$ cat config.mk
export PLATFORM = sky130hd
export DESIGN_NAME = gelato_wb_arbiter
export DESIGN_NICKNAME = d
export VERILOG_FILES = /design/src/rtl/gelato_wb_arbiter.sv
export SDC_FILE = /design/constraint.sdc
export NUM_CORES = 1
export LEC_CHECK = 0
export BUFFER_PORTS_ARGS = -buffer_cell sky130_fd_sc_hd__buf_2
export CORE_AREA = 2 2 103 105
export DETAILED_ROUTE_END_ITERATION = 12
export DIE_AREA = 0 0 105 107
export GPL_TIMING_DRIVEN = 0
export PLACE_DENSITY_LB_ADDON = 0.2
export SETUP_SLACK_MARGIN = 0.3
export SLEW_MARGIN = 25
export SYNTH_ARGS = -nofsm -noshare
export SYNTH_HDL_FRONTEND = slang
export SYNTH_SLANG_ARGS = --single-unit
$ cat constraint.sdc
create_clock -name clk -period 2.4 [get_ports clk]
set_clock_uncertainty 0.05 [all_clocks]
set_input_delay 0.36 -clock clk [delete_from_list [all_inputs] [get_ports clk]]
set_output_delay 0.36 -clock clk [all_outputs]
set_load 0.02 [all_outputs]
$ cat src/rtl/gelato_wb_arbiter.sv
// gelato_wb_arbiter: N-channel writeback arbiter with a single registered output slot.
// Round-robin or fixed-priority-with-anti-starvation selection, chosen by ARB_MODE.
module gelato_wb_arbiter #(
    parameter int NUM_CH    = 3,
    parameter int PAYLOAD_W = 64,
    parameter int ARB_MODE  = 0,
    parameter int MAX_WAIT  = 15,
    localparam int CH_W     = (NUM_CH > 1) ? $clog2(NUM_CH) : 1
) (
    input  logic                        clk,
    input  logic                        rst,
    input  logic [NUM_CH-1:0]           in_valid,
    output logic [NUM_CH-1:0]           in_ready,
    input  logic [NUM_CH*PAYLOAD_W-1:0] in_data,
    output logic                        out_valid,
    input  logic                        out_ready,
    output logic [PAYLOAD_W-1:0]        out_data,
    output logic [CH_W-1:0]             out_ch
);
    logic            load_en;
    logic            grant;
    logic            st_found;
    logic [CH_W-1:0] last_grant;
    logic [CH_W-1:0] rr_win;
    logic [CH_W-1:0] fp_win;
    logic [CH_W-1:0] st_win;
    logic [CH_W-1:0] win;
    logic [7:0]      wait_cnt [NUM_CH];

    // Loops run from the far end so the nearest match overwrites earlier ones.
    always_comb begin
        rr_win   = '0;
        fp_win   = '0;
        st_win   = '0;
        st_found = 1'b0;
        for (int k = NUM_CH; k >= 1; k--)
            if (in_valid[(int'(last_grant) + k) % NUM_CH])
                rr_win = CH_W'((int'(last_grant) + k) % NUM_CH);
        for (int i = NUM_CH - 1; i >= 0; i--) begin
            if (in_valid[i])
                fp_win = CH_W'(i);
            if (in_valid[i] && wait_cnt[i] == 8'(MAX_WAIT)) begin
                st_win   = CH_W'(i);
                st_found = 1'b1;
            end
        end
        win      = (ARB_MODE == 1) ? (st_found ? st_win : fp_win) : rr_win;
        load_en  = !out_valid || out_ready;
        grant    = !rst && load_en && (|in_valid);
        in_ready = grant ? (NUM_CH'(1) << win) : '0;
    end

    always_ff @(posedge clk) begin
        if (rst) begin
            out_valid  <= 1'b0;
            out_data   <= '0;
            out_ch     <= '0;
            last_grant <= CH_W'(NUM_CH - 1);
        end else if (grant) begin
            out_valid  <= 1'b1;
            out_data   <= in_data[win*PAYLOAD_W +: PAYLOAD_W];
            out_ch     <= win;
            last_grant <= win;
        end else if (out_ready) begin
            out_valid  <= 1'b0;
        end
    end

    // Waiting under output backpressure is not starvation, so counters only move with load_en.
    always_ff @(posedge clk) begin
        for (int i = 0; i < NUM_CH; i++) begin
            if (rst)
                wait_cnt[i] <= '0;
            else if (load_en && in_ready[i])
                wait_cnt[i] <= '0;
            else if (load_en && in_valid[i] && wait_cnt[i] != 8'(MAX_WAIT))
                wait_cnt[i] <= wait_cnt[i] + 8'd1;
        end
    end
endmodule

# After elaboration in Yosys (flattened, before gate mapping)
# Cells that the tools add are included.
# op_classes
n_addsub	3
n_mul	0
div_mod_pow	3
n_lt_le_gt_ge	3
eq_ne	0
shift	2
mux	15
n_bitwise	0
reduce_logical	7
# op_table
cell	n
$shiftx 192x9->64	1
$lt 32x4->1 const B	3
$mod 32x3->32 const B	3
$mux 1	8
$add 2x2->3 const B	2
$bmux 1 s2	3
$mux 2	3
$add 2x1->3 const B	1
$mux 3	1
$reduce_or 3->1	1
$shl 1x2->3 const A	1
$logic_and 1x1->1	2
$logic_not 1->1	2
$reduce_bool 2->1	1
$logic_or 1x1->1	1
# totals
register_bits	69
latch_bits	0
ramBits	0
rom_bits	0
output_inout_bits	70
word_cells	37
n_memories	0

# Longest topological paths before layout
# Gate-level depths: netlist (run 1).
# logic_depth
depth_word	10
ltp_mapped	10

# Least setup slack after synthesis (run 1)
# OpenSTA, ideal clock, no wires.
# synth_timing
path_kind	flip-flop to output port
start	reg, netlist name out_ch[0]
end	out in_ready[1]
arrival_time_ps	1998
required_time_ps	1990
slack_ps	-8
path_stages_with_launch	10
n_path_buf	3
cell_sequence	dfxtp_1 -> inv_1 -> ha_1 -> buf_4 -> nand3b_1 -> o211a_1 -> o22ai_2 -> buf_6 -> buf_12 -> nor2b_1
# synth_rtl
element	line	rtl
end, declared	13	output logic [NUM_CH-1:0] in_ready,

==> summary.txt, run 1 <==
Routability Congestion: 0.8819
Cell Rows: 37
Wire per inst: 17.40 um
Synth unique cells: 31
Synth Area in Simple Gates: 0.03758
Met2 WL: 7247 um
Avg Cell Area, Syn: 10.10 um^2
F_max: 386.9 MHz
Worst Setup End Kind: output pin
Clock-pin slew on the worst setup and hold paths: 80 ps
Startpoint Class: flop
Main combinational cell family by area after synthesis: compound AO/OA/AOI/OAI gates
Total GRT Usage: 0.2217
Fin. max-slew vios: 0
Clock power frac: 0.207
Total CTS buffers: 9
Met1 WL: 5557 um
Initial Util: 0.3464
Most frequent cell on the critical path: buf_6
Residual DRC: 0
Post-synthesis compound-gate area fraction: 0.2799
Worst Tran Pin Value: 505.8 ps
Maximum clock insertion buffer count: 2
Worst hold path class: in -> reg
Pwr dens: 774.5 mW/mm^2
Area of the core: 0.01009 mm^2
WL final: 13,910 um
Met3 wire len: 888 um
Boundary Pins: 268
Crit-path max FO: 4
Final Hold Viols: 0
Die X: 105 um
Worst Path Arrival: 2170 ps
CTS tree: built
Static Leak: 2.771 nW
Crit-path cells: buf_6 -> ha_4 -> buf_6 -> mux2_2 -> and3_4 -> mux2i_1 -> o31ai_2 -> buf_4 -> nor2_4 -> buf_6
Sink Count: 68
Net Sw Frac: 0.3618
Worst slack at placement: -248.5 ps
DRT iter0 DRCs: 238
CP max stage delay: 350 ps
Syn_nets: 548
Clk Latency, worst-skew pair: 330 ps
Gate Count Post-Synth: 346
Sw power: 0.001646 W
Initial antenna violation count: 0
Placed cell areas: 0.005022 mm^2
Final period utilization: 1.077
Minimum clock period: 2585 ps
Synthesized area: 0.003496 mm^2
CP required: 1990 ps
Vias per inst: 5.178
Synth warn: 0
Combinational group share of total power: 0.476
RSZ-0062 raised after global routing: true
H-tree levels: 3
Setup slack after layout: -184.7 ps
Overflow after GRT: 0
Area Growth Syn to Fin: 67.97%
Synthesis-stage register bit count: 68
DP Cell Count: 749
Max_cap viols: 0
Synth Area in Adders: 0.01432
Die Height: 107 um
Share of post-route cells with drive strength above 1: 0.5626
Post-DP HPWL: 9859 um
Crit Path Category: reg -> out
Total number of vias: 4,137
PnR Total Power: 0.004548 W
IO buf count: 267
Setup violation total in the final timing report: 42
Root Driver: clkbuf_8
Post-layout instance area: 0.005872 mm^2
CTS Hold Bufs: 0
Crit-path slowest cell: dfxtp_2
Antenna viol nets, final: 0
Drt pass-1 iters: 4
Top layer in use: met4
Post-Synth XOR/XNOR Area: 0
Final core occ: 0.5818
VDD IR max: 425.6 uV
Mux cell area share after synthesis: 0.1979
Violated checks: setup timing
Largest net degree at the start of global routing: 13
Final net count: 860
First-pass GRT wire length: 19,780 um
P_int: 0.002902 W
N_diodes: 0
Die ar.: 0.01124 mm^2
Non-Filler Instances: 799
Sequential power share: 0.317
Seq/Total Area, Yosys: 0.3894
Status: finished, violations left
Vias in the first global route: 3,963
Max_slew headroom: 0.6628
-- final cells by class --
type                            instances  area (um^2)
Buffer                                 37        322.8
Clock buffer                           10        127.6
Clock inverter                          6        65.06
Fill cell                             933         4220
Inverter                                5        21.27
Multi-Input combinational cell        235         2021
Sequential cell                        68         1366
Tap cell                              136        170.2
Timing Repair Buffer                  302         1778
-- critical path: cells and delay by family, from the launching register on --
family,cells,cell delay [ps]
compound gates,1,100
fa+ha+maj,1,120
buf+inv,4,490
flops,1,350
mux,2,510
simple gates,2,270
-- state kept, by name, summed over array words and instances (netlist names) --
register	count
out_valid	1
out_ch	2
last_grant	1
out_data	64
-- layer usage --
layer  vias to the layer above  global-route usage
met1                      1944              0.2499
met5                         -                   0
li1                       1988                   -
met4                         0             0.06667
met3                        17             0.05046
met2                       188              0.4142
-- logic make-up (layout without fill, tap and decap cells) --
group	after synthesis	after routing
compound gates	141	141
fa+ha+maj	4	4
buf+inv	43	360
flops	68	68
mux	69	69
simple gates	21	21
-- worst paths after layout --
kind              startpoint           end  slack (ps)  depth (start not counted)
setup / recovery   out_ch[0]   in_ready[0]        -180                         10
hold reg to reg    out_ch[1]     out_ch[1]         410                          1
hold / removal           rst     out_valid         170                          2
setup reg to reg   out_ch[0]  out_data[53]         -50                         14
-- cells in the mapped netlist --
library cell	n	area [um^2]
and2b_1	2	15.01
mux2_2	1	11.26
dfxtp_1	68	1361
nand3b_1	3	22.52
a211oi_1	1	7.510
buf_2	17	85.08
o31ai_1	1	7.510
nand2b_4	1	13.76
a21boi_1	1	7.510
clkbuf_1	12	45.04
buf_4	3	22.52
a32oi_1	64	560.5
and3_1	1	6.260
nor2b_1	2	12.51
ha_1	4	50.05
buf_6	1	11.26
o22ai_2	1	12.51
o21ai_1	65	325.3
a21oi_1	3	15.01
nor2_1	5	18.77
o211a_1	2	20.02
nand2_1	2	7.510
o211ai_1	1	7.510
a21o_1	2	15.01
and3b_1	1	8.760
and2_1	1	6.260
buf_12	5	100.1
mux2i_1	68	680.7
inv_1	5	18.77
nor3_2	1	10.01
nor3_1	2	10.01
-- power groups by stage --
stage,logic (W),registers [W],clock network [W]
after global routing,0.00229,0.00146,0.00101
after CTS,0.00179,0.00143,0.000970
after detailed placement,0.00165,0.00145,0
final,0.00217,0.00144,0.000942
after global placement,0.00163,0.00145,0
after floorplan,0.000858,0.00169,0
-- per-stage QoR --
step           TNS (ps)  hold WS [ps]
2_1_floorplan         0         379.1
3_3_place_gp     -274.9         387.1
3_5_place_dp     -367.4         384.6
4_1_cts          -659.8         141.6
5_1_grt           -5592         169.6
6_report          -1342         167.6
-- cells in the final DEF (no fill, tap or decap), types with 3 or more instances in the layout --
master / synthesis / layout
clkbuf_1: 12 / 10
mux2i_1: 68 / 59
nand3b_1: 3 / 3
clkbuf_16: 0 / 4
buf_2: 17 / 275
buf_12: 5 / 10
clkbuf_8: 0 / 9
buf_6: 1 / 12
inv_1: 5 / 3
a32oi_1: 64 / 64
buf_8: 0 / 3
mux2i_4: 0 / 5
dfxtp_1: 68 / 66
a21oi_1: 3 / 3
mux2i_2: 0 / 4
nor2_1: 5 / 3
buf_4: 3 / 23
ha_4: 0 / 3
o21ai_1: 65 / 65
-- timing repair --
item	in CTS	in global routing
pin swaps	3	7
buffers inserted	14	16
gates resized for setup	31	38
gates cloned	1	4
endpoints found under the setup margin	67	68
(Power assumes the default switching activity.)
==> run 2, diff against run 1 <==
Settings changed: CTS_BUF_LIST set to sky130_fd_sc_hd__clkbuf_16.
==> summary.txt, run 2 (synthesized netlist as in run 1, its figures left out) <==
Max_cap viols: 0 (unchanged)
Violated checks: setup timing (unchanged)
Vias per inst: 5.195 (was 5.178)
Initial Util: 0.3464 (unchanged)
Clock-pin slew on the worst setup and hold paths: 60 ps (was 80 ps)
Share of post-route cells with drive strength above 1: 0.5569 (was 0.5626)
Final core occ: 0.5843 (was 0.5818)
Worst hold path class: in -> reg (unchanged)
Area Growth Syn to Fin: 68.68% (was 67.97%)
Crit-path max FO: 7 (was 4)
Pwr dens: 826.4 mW/mm^2 (was 774.5 mW/mm^2)
Startpoint Class: flop (unchanged)
Total number of vias: 4,130 (was 4,137)
Final Hold Viols: 0 (unchanged)
Largest registers: out_data x64, out_ch x2 (unchanged)
Net Sw Frac: 0.3443 (was 0.3618)
CTS Hold Bufs: 0 (unchanged)
Worst setup endpoint: in_ready[1] (was in_ready[0])
Cell Rows: 37 (unchanged)
Residual DRC: 0 (unchanged)
Area of the core: 0.01009 mm^2 (unchanged)
Die Height: 107 um (unchanged)
Combinational group share of total power: 0.437 (was 0.476)
Final net count: 856 (was 860)
Worst r2r src: out_ch[0] (unchanged)
VDD IR max: 388.7 uV (was 425.6 uV)
Minimum clock period: 2559 ps (was 2585 ps)
Setup violation total in the final timing report: 22 (was 42)
Fin. max-slew vios: 0 (unchanged)
R2R depth: 13 (was 14)
Max_slew headroom: 0.6718 (was 0.6628)
Worst reg2reg setup slack: -80 ps (was -50 ps)
Sink Count: 68 (unchanged)
RSZ-0062 raised after global routing: true (unchanged)
Most common cell after layout, fill and taps aside: buf_2 (unchanged)
Worst Setup End Kind: output pin (unchanged)
Overflow after GRT: 0 (unchanged)
Root Driver: clkbuf_16 (was clkbuf_8)
Boundary Pins: 268 (unchanged)
Total CTS buffers: 9 (unchanged)
Wire per inst: 17.36 um (was 17.40 um)
Vias in the first global route: 3,975 (was 3,963)
WL final: 13,800 um (was 13,910 um)
Routability Congestion: 0.8819 (unchanged)
Max reg flops: 64 (unchanged)
Total GRT Usage: 0.2235 (was 0.2217)
Post-DP HPWL: 9859 um (unchanged)
Maximum clock insertion buffer count: 2 (unchanged)
Setup slack after layout: -159.4 ps (was -184.7 ps)
Worst Tran Pin Value: 492.3 ps (was 505.8 ps)
Reg2reg end: out_data[56] (was out_data[53])
Antenna viol nets, final: 0 (unchanged)
Clock power frac: 0.267 (was 0.207)
Drt pass-1 iters: 6 (was 4)
Static Leak: 2.792 nW (was 2.771 nW)
Hold Slack: 183.3 ps (was 167.6 ps)
Most frequent cells in the layout: 275 x buf_2, 66 x dfxtp_1, 65 x o21ai_1 (unchanged)
Crit Path Category: reg -> out (unchanged)
Sequential power share: 0.296 (was 0.317)
Die ar.: 0.01124 mm^2 (unchanged)
Largest net degree at the start of global routing: 13 (unchanged)
Placed cell areas: 0.005022 mm^2 (unchanged)
Biggest register: out_data (unchanged)
CP required: 1990 ps (about the same)
N_diodes: 0 (unchanged)
Final period utilization: 1.066 (was 1.077)
CTS tree: built (unchanged)
Clk Latency, worst-skew pair: 320 ps (was 330 ps)
H-tree levels: 3 (unchanged)
Critical Path Start: out_ch[0] (unchanged)
DRT iter0 DRCs: 267 (was 238)
IO buf count: 267 (unchanged)
F_max: 390.7 MHz (was 386.9 MHz)
Die X: 105 um (unchanged)
Initial antenna violation count: 0 (unchanged)
Worst Path Arrival: 2150 ps (was 2170 ps)
P_int: 0.003196 W (was 0.002902 W)
Post-layout instance area: 0.005897 mm^2 (was 0.005872 mm^2)
Sw power: 0.001678 W (was 0.001646 W)
First-pass GRT wire length: 19,920 um (was 19,780 um)
Status: finished, violations left (unchanged)
## run 2: power by group through the flow
| stage | Sequential [W] | Clock [W] | Combinational (W) |
|---|---|---|---|
| 2_1_floorplan | 0.00169 | 0 | 0.000858 |
| 3_3_place_gp | 0.00145 | 0 | 0.00163 |
| 3_5_place_dp | 0.00145 | 0 | 0.00165 |
| 4_1_cts | 0.00143 | 0.00133 | 0.00184 |
| 5_1_grt | 0.00146 | 0.00139 | 0.00225 |
| 6_report | 0.00144 | 0.00130 | 0.00213 |
## run 2: how the worst min path moves through the flow
stage / slack [ps] / end / depth (start not counted) / startpoint
floorplan: 380 / out_valid / 1 / rst
global placement: 390 / out_ch[1] / 1 / out_ch[1]
detailed placement: 380 / out_ch[1] / 1 / out_ch[1]
CTS: 170 / out_valid / 2 / rst
global route: 190 / out_valid / 2 / rst
finish: 180 / out_valid / 2 / rst
## run 2: final cells by class
class	count	area, um^2
Clock inverter	7	68.82
Clock buffer	9	225.2
Fill cell	939	4195
Sequential cell	68	1364
Multi-Input combinational cell	235	1999
Inverter	5	21.27
Buffer	37	321.6
Tap cell	136	170.2
Timing Repair Buffer	298	1727
## run 2: critical path, stage by stage (launching register included)
cell and delay [ps]:
dfxtp_2 330, buf_6 120, ha_1 200, buf_6 140, mux2i_1 130, a21oi_1 280
o22ai_4 130, buf_12 150, buf_12 110, nor2b_4 110, buf_6 120
## run 2: timing repair
action                     CTS  global route
gates cloned                 2             3
resized for setup           34            31
buffers inserted            15            11
setup endpoints to repair   67            68
pin swaps                    7             7
hold endpoints to repair     0             0
## run 2: per-stage QoR
step / power, W / cells / setup WS, ps / setup TNS (ps)
2_1_floorplan: 0.002543 / 346 / 184.5 / 0
3_3_place_gp: 0.003080 / 749 / -221.0 / -274.9
3_5_place_dp: 0.003106 / 749 / -248.5 / -367.4
4_1_cts: 0.004610 / 782 / -160.1 / -528.9
5_1_grt: 0.005099 / 795 / -249.5 / -4197
6_report: 0.004873 / 795 / -159.4 / -1067
## run 2: metal layers
| metal | vias to the layer above | global-route usage | share of wire |
|---|---|---|---|
| li1 | 1986 | - | - |
| met1 | 1919 | 0.2508 | 0.39 |
| met2 | 213 | 0.4165 | 0.52 |
| met3 | 12 | 0.06383 | 0.072 |
| met4 | 0 | 0.05238 | 0.013 |
| met5 | - | 0 | 0 |
